[src/rtl/quad_decoder.sv]
// Quadrature encoder front end: per-phase synchronizer and glitch filter,
// 4x quadrature decode into step/dir pulses, a loadable wrapping position
// counter and a sticky illegal-transition flag.
module quad_decoder #(
  parameter int WIDTH       = 8,
  parameter int SYNC_STAGES = 2,
  parameter int FILTER_LEN  = 3
) (
  input  logic             clk,
  input  logic             reset,
  input  logic             qa,
  input  logic             qb,
  input  logic             load,
  input  logic [WIDTH-1:0] load_data,
  input  logic             clear_err,
  output logic             step,
  output logic             dir,
  output logic [WIDTH-1:0] position,
  output logic             err
);

  localparam int CW = (FILTER_LEN > 1) ? $clog2(FILTER_LEN) : 1;
  // Cycles the baseline keeps following the filtered phases after reset, so
  // an encoder resting at a non-00 position has fully propagated through the
  // synchronizer and filter before transitions are judged.
  localparam int ARM_CYCLES = SYNC_STAGES + FILTER_LEN + 1;
  localparam int ACW        = $clog2(ARM_CYCLES + 1);

  typedef enum logic {UNARMED = 1'b0, TRACK = 1'b1} state_t;

  logic [1:0]       raw_s;
  logic [1:0]       ab_s;
  logic [1:0]       cur_pos_s;
  logic [1:0]       prev_pos_s;
  logic [1:0]       delta_s;
  logic             fwd_s;
  logic             rev_s;
  logic             ill_s;

  state_t           state_r;
  logic [ACW-1:0]   arm_cnt_r;
  logic [1:0]       prev_ab_r;
  logic             step_r;
  logic             dir_r;
  logic [WIDTH-1:0] position_r;
  logic             err_r;

  assign raw_s = {qa, qb};

  genvar p;
  for (p = 0; p < 2; p++) begin : g_phase
    logic [SYNC_STAGES-1:0] sync_r;
    logic [CW-1:0]          cnt_r;
    logic                   filt_r;

    // Synchronize the phase, then accept a new level only after it has
    // differed from the filtered value for FILTER_LEN consecutive samples.
    always_ff @(posedge clk or posedge reset) begin
      if (reset) begin
        sync_r <= '0;
        cnt_r  <= '0;
        filt_r <= 1'b0;
      end else begin
        sync_r <= {sync_r[SYNC_STAGES-2:0], raw_s[p]};
        if (sync_r[SYNC_STAGES-1] == filt_r) begin
          cnt_r <= '0;
        end else if (cnt_r == CW'(FILTER_LEN - 1)) begin
          filt_r <= sync_r[SYNC_STAGES-1];
          cnt_r  <= '0;
        end else begin
          cnt_r <= cnt_r + CW'(1'b1);
        end
      end
    end

    assign ab_s[p] = filt_r;
  end

  // Map Gray-coded AB onto a 0..3 ring position; the modular difference
  // gives 1 for forward, 3 for reverse and 2 for a two-bit jump.
  assign cur_pos_s  = {ab_s[1], ab_s[1] ^ ab_s[0]};
  assign prev_pos_s = {prev_ab_r[1], prev_ab_r[1] ^ prev_ab_r[0]};
  assign delta_s    = cur_pos_s - prev_pos_s;

  // Classify the transition between previous and current filtered AB.
  always_comb begin
    fwd_s = 1'b0;
    rev_s = 1'b0;
    ill_s = 1'b0;
    case (delta_s)
      2'd1:    fwd_s = 1'b1;
      2'd3:    rev_s = 1'b1;
      2'd2:    ill_s = 1'b1;
      default: begin
        fwd_s = 1'b0;
        rev_s = 1'b0;
        ill_s = 1'b0;
      end
    endcase
  end

  // Arm/track FSM with registered step, dir, position and err.
  always_ff @(posedge clk or posedge reset) begin
    if (reset) begin
      state_r    <= UNARMED;
      arm_cnt_r  <= '0;
      prev_ab_r  <= 2'b00;
      step_r     <= 1'b0;
      dir_r      <= 1'b1;
      position_r <= '0;
      err_r      <= 1'b0;
    end else begin
      prev_ab_r <= ab_s;
      case (state_r)
        UNARMED: begin
          step_r <= 1'b0;
          if (arm_cnt_r == ACW'(ARM_CYCLES - 1)) begin
            state_r <= TRACK;
          end else begin
            arm_cnt_r <= arm_cnt_r + ACW'(1'b1);
          end
          if (load) begin
            position_r <= load_data;
          end
          if (clear_err) begin
            err_r <= 1'b0;
          end
        end
        TRACK: begin
          step_r <= fwd_s | rev_s;
          if (fwd_s) begin
            dir_r <= 1'b1;
          end else if (rev_s) begin
            dir_r <= 1'b0;
          end
          if (load) begin
            position_r <= load_data;
          end else if (fwd_s) begin
            position_r <= position_r + WIDTH'(1'b1);
          end else if (rev_s) begin
            position_r <= position_r - WIDTH'(1'b1);
          end
          if (ill_s) begin
            err_r <= 1'b1;
          end else if (clear_err) begin
            err_r <= 1'b0;
          end
        end
        default: begin
          state_r <= UNARMED;
          step_r  <= 1'b0;
        end
      endcase
    end
  end

  assign step     = step_r;
  assign dir      = dir_r;
  assign position = position_r;
  assign err      = err_r;

endmodule
[config.mk]
export PLATFORM = sky130hd
export DESIGN_NAME = quad_decoder
export DESIGN_NICKNAME = d
export VERILOG_FILES = /design/src/rtl/quad_decoder.sv
export SDC_FILE = /design/constraint.sdc
export NUM_CORES = 1
export LEC_CHECK = 0
export ABC_CLOCK_PERIOD_IN_PS = 5500
export BUFFER_PORTS_ARGS = -buffer_cell sky130_fd_sc_hd__buf_2
export CELL_PAD_IN_SITES_DETAIL_PLACEMENT = 1
export CELL_PAD_IN_SITES_GLOBAL_PLACEMENT = 1
export CORE_MARGIN = 10
export CORE_UTILIZATION = 46
export DETAILED_ROUTE_END_ITERATION = 6
export PLACE_DENSITY = 0.86
export SLEW_MARGIN = 10
export SYNTH_ARGS = -nofsm -noshare
export SYNTH_HDL_FRONTEND = slang
export SYNTH_SLANG_ARGS = --single-unit
[constraint.sdc]
create_clock -name clk -period 5.5 [get_ports clk]
set_clock_uncertainty 0.1 [all_clocks]
set_input_delay 0.825 -clock clk [delete_from_list [all_inputs] [get_ports clk]]
set_output_delay 0.825 -clock clk [all_outputs]
set_load 0.01 [all_outputs]
==> results of run 1 <==
==> cell type report <==
type	count	share of cell area
Sequential cell	27	0.435
Multi-Input combinational cell	91	0.430
Timing Repair Buffer	24	0.0771
Tap cell	31	0.0249
Clock buffer	3	0.0145
Inverter	6	0.0145
Clock inverter	1	0.00482
==> synth_stat cells (2+ instances only) <==
cell / number
o21ai_0: 10
nor3b_1: 3
inv_1: 5
ha_1: 10
nand2_1: 11
nand3b_1: 2
dfrtp_1: 26
nor2_1: 4
a21oi_1: 10
mux2i_1: 2
xor2_1: 4
nor2b_1: 3
mux2_2: 3
nand3_1: 2
nor3_1: 3
or4_1: 2
xnor2_1: 6
a211oi_1: 2
nand4_1: 2
==> critical path, stage by stage (launching register included) <==
cell and delay [ns]:
dfrtp_1 0.47, xnor2_1 0.19, ha_1 0.17, xor3_2 0.29, or2_4 0.31, fa_1 0.43, a211oi_1 0.29, o21bai_1 0.12
a21oi_1 0.22, or4_1 0.14, nand4_1 0.07
==> through the flow <==
step / setup slack (ns) / instances / hold WS (ns) / utilization
after floorplan: 2.87 / 127 / 0.231 / -
after global placement: 2.74 / 179 / 0.232 / 0.540
after detailed placement: 2.66 / 179 / 0.236 / 0.540
after CTS: 2.62 / 183 / 0.271 / 0.551
after global routing: 2.36 / 183 / 0.277 / 0.551
final: 2.61 / 183 / 0.272 / 0.551
==> layer usage <==
layer | GRT usage | vias up | routed length [µm]
li1 | - | 495 | -
met1 | 0.134 | 499 | 1300
met2 | 0.204 | 18 | 1590
met3 | 0.0276 | 4 | 130
met4 | 0.0357 | 0 | 31
met5 | 0 | - | 0
==> logic make-up after synthesis <==
logic type,Yosys count
AO/OA/AOI/OAI,28
adder cells (fa/ha/maj),11
multiplexers,5
AND/OR/NAND/NOR,36
XOR/XNOR,11
flip-flops,27
buffers and inverters,9
==> registers in the layout, summed over array words and instances (netlist names) <==
name	count
state_r	1
position	8
arm_cnt_r	3
g_phase.sync_r	4
g_phase.cnt_r	4
dir	1
prev_ab_r	2
err	1
step	1
g_phase.filt_r	2
==> final timing paths <==
path,start,end,slack (ns),cells after the start
max,g_phase[1].filt_r,position[6],2.61,10
min,g_phase[0].sync_r[0],g_phase[0].sync_r[1],0.27,0
max reg2reg,g_phase[1].filt_r,position[6],2.61,10
min reg2reg,g_phase[0].sync_r[0],g_phase[0].sync_r[1],0.27,0
max in group asynchronous,reset,position[4],4.10,2
min in group asynchronous,reset,g_phase[0].sync_r[0],0.60,2
==> impl_metrics.yaml, run 1 <==
outcome:
  status: "completed"
logic_synthesis:
  syn_area_mm2: 0.00139
  yosys.area_share.simple: 0.142
  yosys.area.top_type_share: 0.468
  syn_inst: 127
  synth_warnings: 0
  synth_cell_types: 36
  synth-main-ff-cell: "dfrtp_1"
  synthMuxAreaShare: 0.0387
  yosys.area.top_type: "dfrtp_1"
  synthXorXnorAreaFrac: 0.0811
  synth_seq_cells: 27
  seq_area_frac_synth: 0.487
  synthArstFlopShare: 1.00
  syn_avg_cell_area_um2: 10.9
  synth_edf_count: 0
  synth.net_count: 152
  synthAdderAreaFrac: 0.105
  synth_area_leaders: "dfrtp_1 47%, ha_1 9.0%, xnor2_1 3.8%, a21oi_1 3.6%, o21ai_0 3.6%"
  synth_top_family_by_area: "simple AND/OR/NAND/NOR gates"
  synth_compound_area_frac: 0.115
finish:
  layout-drive-gt1-share: 0.230
  final_area_mm2: 0.00156
  final_cell_mix: "26 x dfrtp_1, 24 x buf_2, 11 x nand2_1"
  regArea_um2: 677
  n_antenna_cell: 0
  multi_input_area_um2: 669
  layout.nets: 178
  final_common_cell: "dfrtp_1"
  fillCellCount: 321
  area_growth_pct: 12.2
sta:
  fin_tns_setup_ns: 0
  min_period_ns: 2.89
  grt_setup_unrepaired: "false"
  worst_pin_slew_ns: 1.01
  fmax_ghz: 0.346
  final-max-slew-violation-count: 0
  relSlewSlack: 0.328
  fin_crit_sh: 0.526
  hold_violations: 0
  finalSetupViolCount: 0
clocking:
  ctsResizeCount: 0
  cts_setup_buffers: 0
  cts.path.max_buffers: 2
  postCtsHoldBufs: 0
  cts.sink_count: 27
  h-tree-depth: 1
  cts-buffers-inserted: 3
  cts_root_buf: "clkbuf_4"
  cts_tree: "built"
  clk_latency_ns: 0.33
  clk_pin_slew_ns: 0.16
global_routing:
  antenna_found_initial: 0
  grt_max_degree: 28
  overflow: 0
  grt_pass1_vias: 1123
  grt_usage: 0.115
  grt_pass1_wl_um: 5030
hold_path:
  hp-class: "flop to flop"
floorplan:
  num_rows: 19
  core_area_mm2: 0.00283
  die_x_um: 74.9
  die-area_mm2: 0.00562
  ios: 25
  initial_core_util: 0.491
  die_h_um: 74.9
job:
  maxCapViolCount: 0
setup_path:
  worst_setup_path_end_kind: "flop"
  cp-start-kind: "flop"
  crit_type: "flop to flop"
  worstPathArrival_ns: 3.03
  cp_max_fo: 11
  required_ns: 5.64
routing:
  drc: 0
  drtIter0Drc: 20
  drt_wl_total_um: 3050
  vias_per_cell: 5.55
  routedWlPerCell_um: 16.7
  vias: 1016
  ant_nets: 0
  first_pass_iters: 4
place:
  dpl-instance-area_mm2: 0.00153
  gp_routability_congestion: 0.810
  io_buffers: 24
  place_hpwl_um: 2380
Power of run 1 is left out: the tool's default activity adds up to more than one toggle a clock period on the data nets, which glitch-free logic cannot reach.
==> run 2, diff against run 1 <==
- ABC_CLOCK_PERIOD_IN_PS: 5500 -> 2700
- CORE_UTILIZATION: 46 -> 42
- PLACE_DENSITY: 0.86 -> 0.8
- clock period: 5.5 -> 2.7 ns (I/O delays scaled with it)
==> run 2 against run 1 <==
Effect of this change:
- the flow now finishes with violations (negative setup slack)
- largest cell class is now multi-input gates
- core utilization up 2.3 points
- maximum frequency up 4.6%
- design area up 14%
- setup slack worse by 2.7 ns
- die area up 6.9%
- critical path type unchanged
- clock-buffer cell count unchanged
- routed wire length up 28%
- critical path depth unchanged
- final cell count up 14%
- via count up 11%
- global-route usage up 2.1 points
- critical endpoint is now position[7]
- first-iteration DRC count up 110%
==> impl_metrics.yaml, run 2 (synthesized netlist as in run 1, its figures left out) <==
setup_path:
  cp-start-kind: "flop"
  worstPathArrival_ns: 2.91
  crit_family: "simple AND/OR/NAND/NOR gates"
  crit_top_cell: "ha_1"
  path_buf_inv: 0
  crit_type: "flop to flop"
  cp.depth: 10
  cp_max_fo: 8
  r2r_cells: 10
  path_cells: "xnor2_1 -> ha_1 -> xor3_2 -> or2_4 -> ha_1 -> nand2_1 -> o21ai_1 -> nor3_1 -> a41oi_2 -> nand3b_1"
  required_ns: 2.84
  worst_setup_path_end_kind: "flop"
  critPathSlowestCell: "dfrtp_1"
  critical-path-max-stage-delay_ns: 0.42
routing:
  first_pass_iters: 4
  drc: 0
  vias_per_cell: 5.43
  vias: 1129
  drt_wl_total_um: 3910
  drtIter0Drc: 43
  ant_nets: 0
  routedWlPerCell_um: 18.8
floorplan:
  ios: 25
  num_rows: 20
  die-area_mm2: 0.00601
  core_area_mm2: 0.00310
  initial_core_util: 0.448
  die_h_um: 77.5
  die_x_um: 77.5
finish:
  layout-drive-gt1-share: 0.372
  n_antenna_cell: 0
  layout.nets: 190
  regArea_um2: 677
  fillCellCount: 359
  final_common_cell: "dfrtp_1"
  area_growth_pct: 28.1
  final_cell_mix: "26 x dfrtp_1, 24 x buf_2, 11 x buf_4, 10 x nand2_1, 7 x a21oi_1"
  multi_input_area_um2: 782
  largest_reg_flops: 8
place:
  place_hpwl_um: 2490
  gp_routability_congestion: 0.832
  io_buffers: 24
clocking:
  clk_latency_ns: 0.35
  cts.path.max_buffers: 2
  cts_root_buf: "clkbuf_4"
  cts.sink_count: 27
  clk_pin_slew_ns: 0.15
  h-tree-depth: 1
  cts_tree: "built"
  cts-buffers-inserted: 3
sta:
  worst_pin_slew_ns: 0.404
  relSlewSlack: 0.731
  grt_setup_unrepaired: "true"
  whs_ns: 0.0473
  fmax_ghz: 0.362
  hold_violations: 0
  finalSetupViolCount: 2
  final-max-slew-violation-count: 0
  fin_crit_sh: 1.02
  setup_ws_ns: -0.0659
  min_period_ns: 2.77
global_routing:
  antenna_found_initial: 0
  grt_max_degree: 28
  overflow: 0
  grt_pass1_wl_um: 6560
  grt_pass1_vias: 1311
  grt_usage: 0.136
outcome:
  violations: "negative setup slack"
  status: "finished with violations"
job:
  maxCapViolCount: 0
hold_path:
  hold-path-cell-count: 1
  hp-class: "input pin to flop"
-- run 2: cell types whose count changed in the layout (fill, tap and decap cells not counted), moves of 2 or more --
cell      previous run  this run
a21oi_1             10         7
a211oi_1             2         0
o21ai_0             10         6
ha_1                10         6
ha_4                 0         4
o21ai_1              0         4
buf_4                0        11
a21oi_2              0         2
a211oi_2             0         2
-- run 2: worst reg2reg max path, delay by kind of cell, from the launching register on --
kind	cells	cell delay (ns)
AOI/OAI and AO/OA	2	0.48
xor gates and xnor gates	2	0.43
adders and majority gates	2	0.60
DFF	1	0.42
and+or+nand+nor	4	0.63
-- run 2: final timing paths --
| kind | start | to | slack (ns) |
|---|---|---|---|
| hold reg to reg | g_phase[0].sync_r[0] | g_phase[0].sync_r[1] | 0.28 |
| min in group asynchronous | reset | arm_cnt_r[2] | 0.53 |
| hold / removal | qb | g_phase[0].sync_r[0] | 0.05 |
| setup / recovery | g_phase[0].filt_r | position[7] | -0.07 |
| max in group asynchronous | reset | dir | 1.68 |
| setup reg to reg | g_phase[0].filt_r | position[7] | -0.07 |
-- run 2: stage by stage --
step | instances | util | TNS (ns) | cell area, µm² | setup slack [ns]
2_1_floorplan | 127 | - | 0 | 1390 | 0.0654
3_3_place_gp | 199 | 0.515 | 0 | 1600 | 0.0491
3_5_place_dp | 199 | 0.515 | -0.245 | 1600 | -0.117
4_1_cts | 206 | 0.557 | -0.0107 | 1730 | -0.00547
5_1_grt | 208 | 0.573 | -0.452 | 1780 | -0.166
6_report | 208 | 0.573 | -0.0778 | 1780 | -0.0659
-- run 2: metal layers --
layer,part of all wire,vias to the layer above,global-route usage
li1,-,522,-
met1,0.40,564,0.143
met2,0.51,28,0.234
met3,0.042,15,0.0438
met4,0.048,0,0.0785
met5,0,-,0
-- run 2: final cells by class --
| cell class | count | share of cell area |
|---|---|---|
| Clock buffer | 3 | 0.0127 |
| Clock inverter | 1 | 0.00422 |
| Tap cell | 44 | 0.0309 |
| Inverter | 6 | 0.0127 |
| Timing Repair Buffer | 36 | 0.120 |
| Multi-Input combinational cell | 91 | 0.440 |
| Sequential cell | 27 | 0.380 |
-- run 2: timing repair --
| item | in CTS | in global routing |
|---|---|---|
| pin swaps | 2 | 5 |
| endpoints found under the setup margin | 4 | 6 |
| setup buffers | 3 | 1 |
| hold endpoints to repair | 0 | 16 |
| gates resized for setup | 13 | 9 |
| hold buffers | 0 | 1 |
Power of run 2 is left out for the same reason.
==> run 3, diff against run 2 <==
- CORE_MARGIN: 10 -> 5
==> run 3 against run 2 <==
Effect of this change:
- the flow finishes with violations (negative hold slack, negative setup slack)
- first-iteration DRC count decreased by 53%
- die area decreased by 24%
- design area increased by 1.1%
- via count decreased by 3.6%
- critical path depth unchanged
- routed wire length decreased by 12%
- maximum frequency about the same
- largest cell class unchanged
==> impl_metrics.yaml, run 3 (synthesized netlist as in run 1, its figures left out) <==
floorplan:
  die-area_mm2: 0.00456
  ios: 25
  die_h_um: 67.5
  die_x_um: 67.5
  num_rows: 20
  core_area_mm2: 0.00310
  initial_core_util: 0.448
clocking:
  postCtsHoldBufs: 0
  clk_latency_ns: 0.34
  clk_pin_slew_ns: 0.15
  cts-buffers-inserted: 3
  cts.sink_count: 27
  cts_root_buf: "clkbuf_4"
  cts.path.max_buffers: 2
  h-tree-depth: 1
  cts_tree: "built"
global_routing:
  grt_max_degree: 28
  antenna_found_initial: 0
  grt_pass1_vias: 1219
  overflow: 0
  grt_usage: 0.170
  grt_pass1_wl_um: 5780
finish:
  largest_reg_flops: 8
  regArea_um2: 677
  layout-drive-gt1-share: 0.390
  final_cell_mix: "26 x dfrtp_1, 24 x buf_2, 11 x buf_4, 10 x nand2_1"
  multi_input_area_um2: 791
  area_growth_pct: 29.5
  layout.nets: 190
  fillCellCount: 365
  final_common_cell: "dfrtp_1"
  n_antenna_cell: 0
routing:
  first_pass_iters: 4
  drt_wl_total_um: 3450
  ant_nets: 0
  vias: 1088
  drtIter0Drc: 20
  drc: 0
  vias_per_cell: 5.23
  routedWlPerCell_um: 16.6
sta:
  fin_crit_sh: 1.02
  hold_violations: 7
  grt_setup_unrepaired: "true"
  finalSetupViolCount: 4
  min_period_ns: 2.76
  setup_ws_ns: -0.0635
  fmax_ghz: 0.362
  relSlewSlack: 0.727
  whs_ns: -0.00870
  final-max-slew-violation-count: 0
  worst_pin_slew_ns: 0.409
outcome:
  violations: "negative hold slack, negative setup slack"
  status: "finished with violations"
hold_path:
  hp-class: "input pin to async pin"
setup_path:
  required_ns: 2.88
  cp_max_fo: 5
  worstPathArrival_ns: 2.94
  crit_type: "flop to flop"
  cp-start-kind: "flop"
  worst_setup_path_end_kind: "flop"
place:
  gp_routability_congestion: 0.805
  io_buffers: 24
  place_hpwl_um: 2410
job:
  maxCapViolCount: 0
-- run 3: cell count changes in the layout (fill, tap and decap cells not counted), sizes merged --
| cell | change |
|---|---|
| dlygate4sd3 | -1 |
| buf | +1 |
-- run 3: path summary, 6_finish.rpt --
| kind | startpoint | to | slack, ns | cells past startpoint |
|---|---|---|---|---|
| max in group asynchronous | reset | dir | 2.19 | 3 |
| worst min-delay path | reset | g_phase[0].sync_r[0] | -0.009 | 3 |
| worst min register to register | g_phase[0].sync_r[0] | g_phase[0].sync_r[1] | 0.28 | 0 |
| worst max-delay path | prev_ab_r[1] | position[6] | -0.06 | 10 |
| worst max register to register | prev_ab_r[1] | position[6] | -0.06 | 10 |
| min in group clk | qb | g_phase[0].sync_r[0] | 0.06 | 1 |
-- run 3: layer usage --
metal  up-vias  wire length [µm]  global-route usage
met5         -                 0                   0
li1        519                 -                   -
met2        22              1820               0.310
met1       538              1420               0.197
met4         0                79              0.0608
met3         9               132              0.0300
-- run 3: critical path, stage by stage (launching register included) --
cell and delay [ns]:
dfrtp_1 0.43, xor2_1 0.19, ha_2 0.20, xor3_2 0.26, or2_4 0.33, ha_4 0.33, o21ai_2 0.07, o21bai_1 0.19
a21oi_2 0.08, or4_1 0.42, nand4_1 0.10
-- run 3: final cells by class --
cell class | count | area share
Tap cell | 44 | 0.0306
Sequential cell | 27 | 0.376
Multi-Input combinational cell | 91 | 0.440
Clock inverter | 1 | 0.00418
Inverter | 6 | 0.0125
Clock buffer | 3 | 0.0125
Timing Repair Buffer | 36 | 0.124
-- run 3: timing repair --
action,CTS,global route
setup buffers,1,4
pin swaps,1,12
endpoints found under the setup margin,3,5
gates resized for setup,13,9
-- run 3: through the flow --
step           setup TNS [ns]  cells  cell area, µm²  worst slack [ns]  utilization
2_1_floorplan               0    127            1390            0.0654            -
3_3_place_gp                0    199            1610            0.0443        0.519
3_5_place_dp           -0.123    199            1610            -0.109        0.519
4_1_cts               -0.0455    204            1720           -0.0333        0.554
5_1_grt                -0.940    208            1800            -0.239        0.579
6_report               -0.142    208            1800           -0.0635        0.579
Power of run 3 is left out for the same reason.
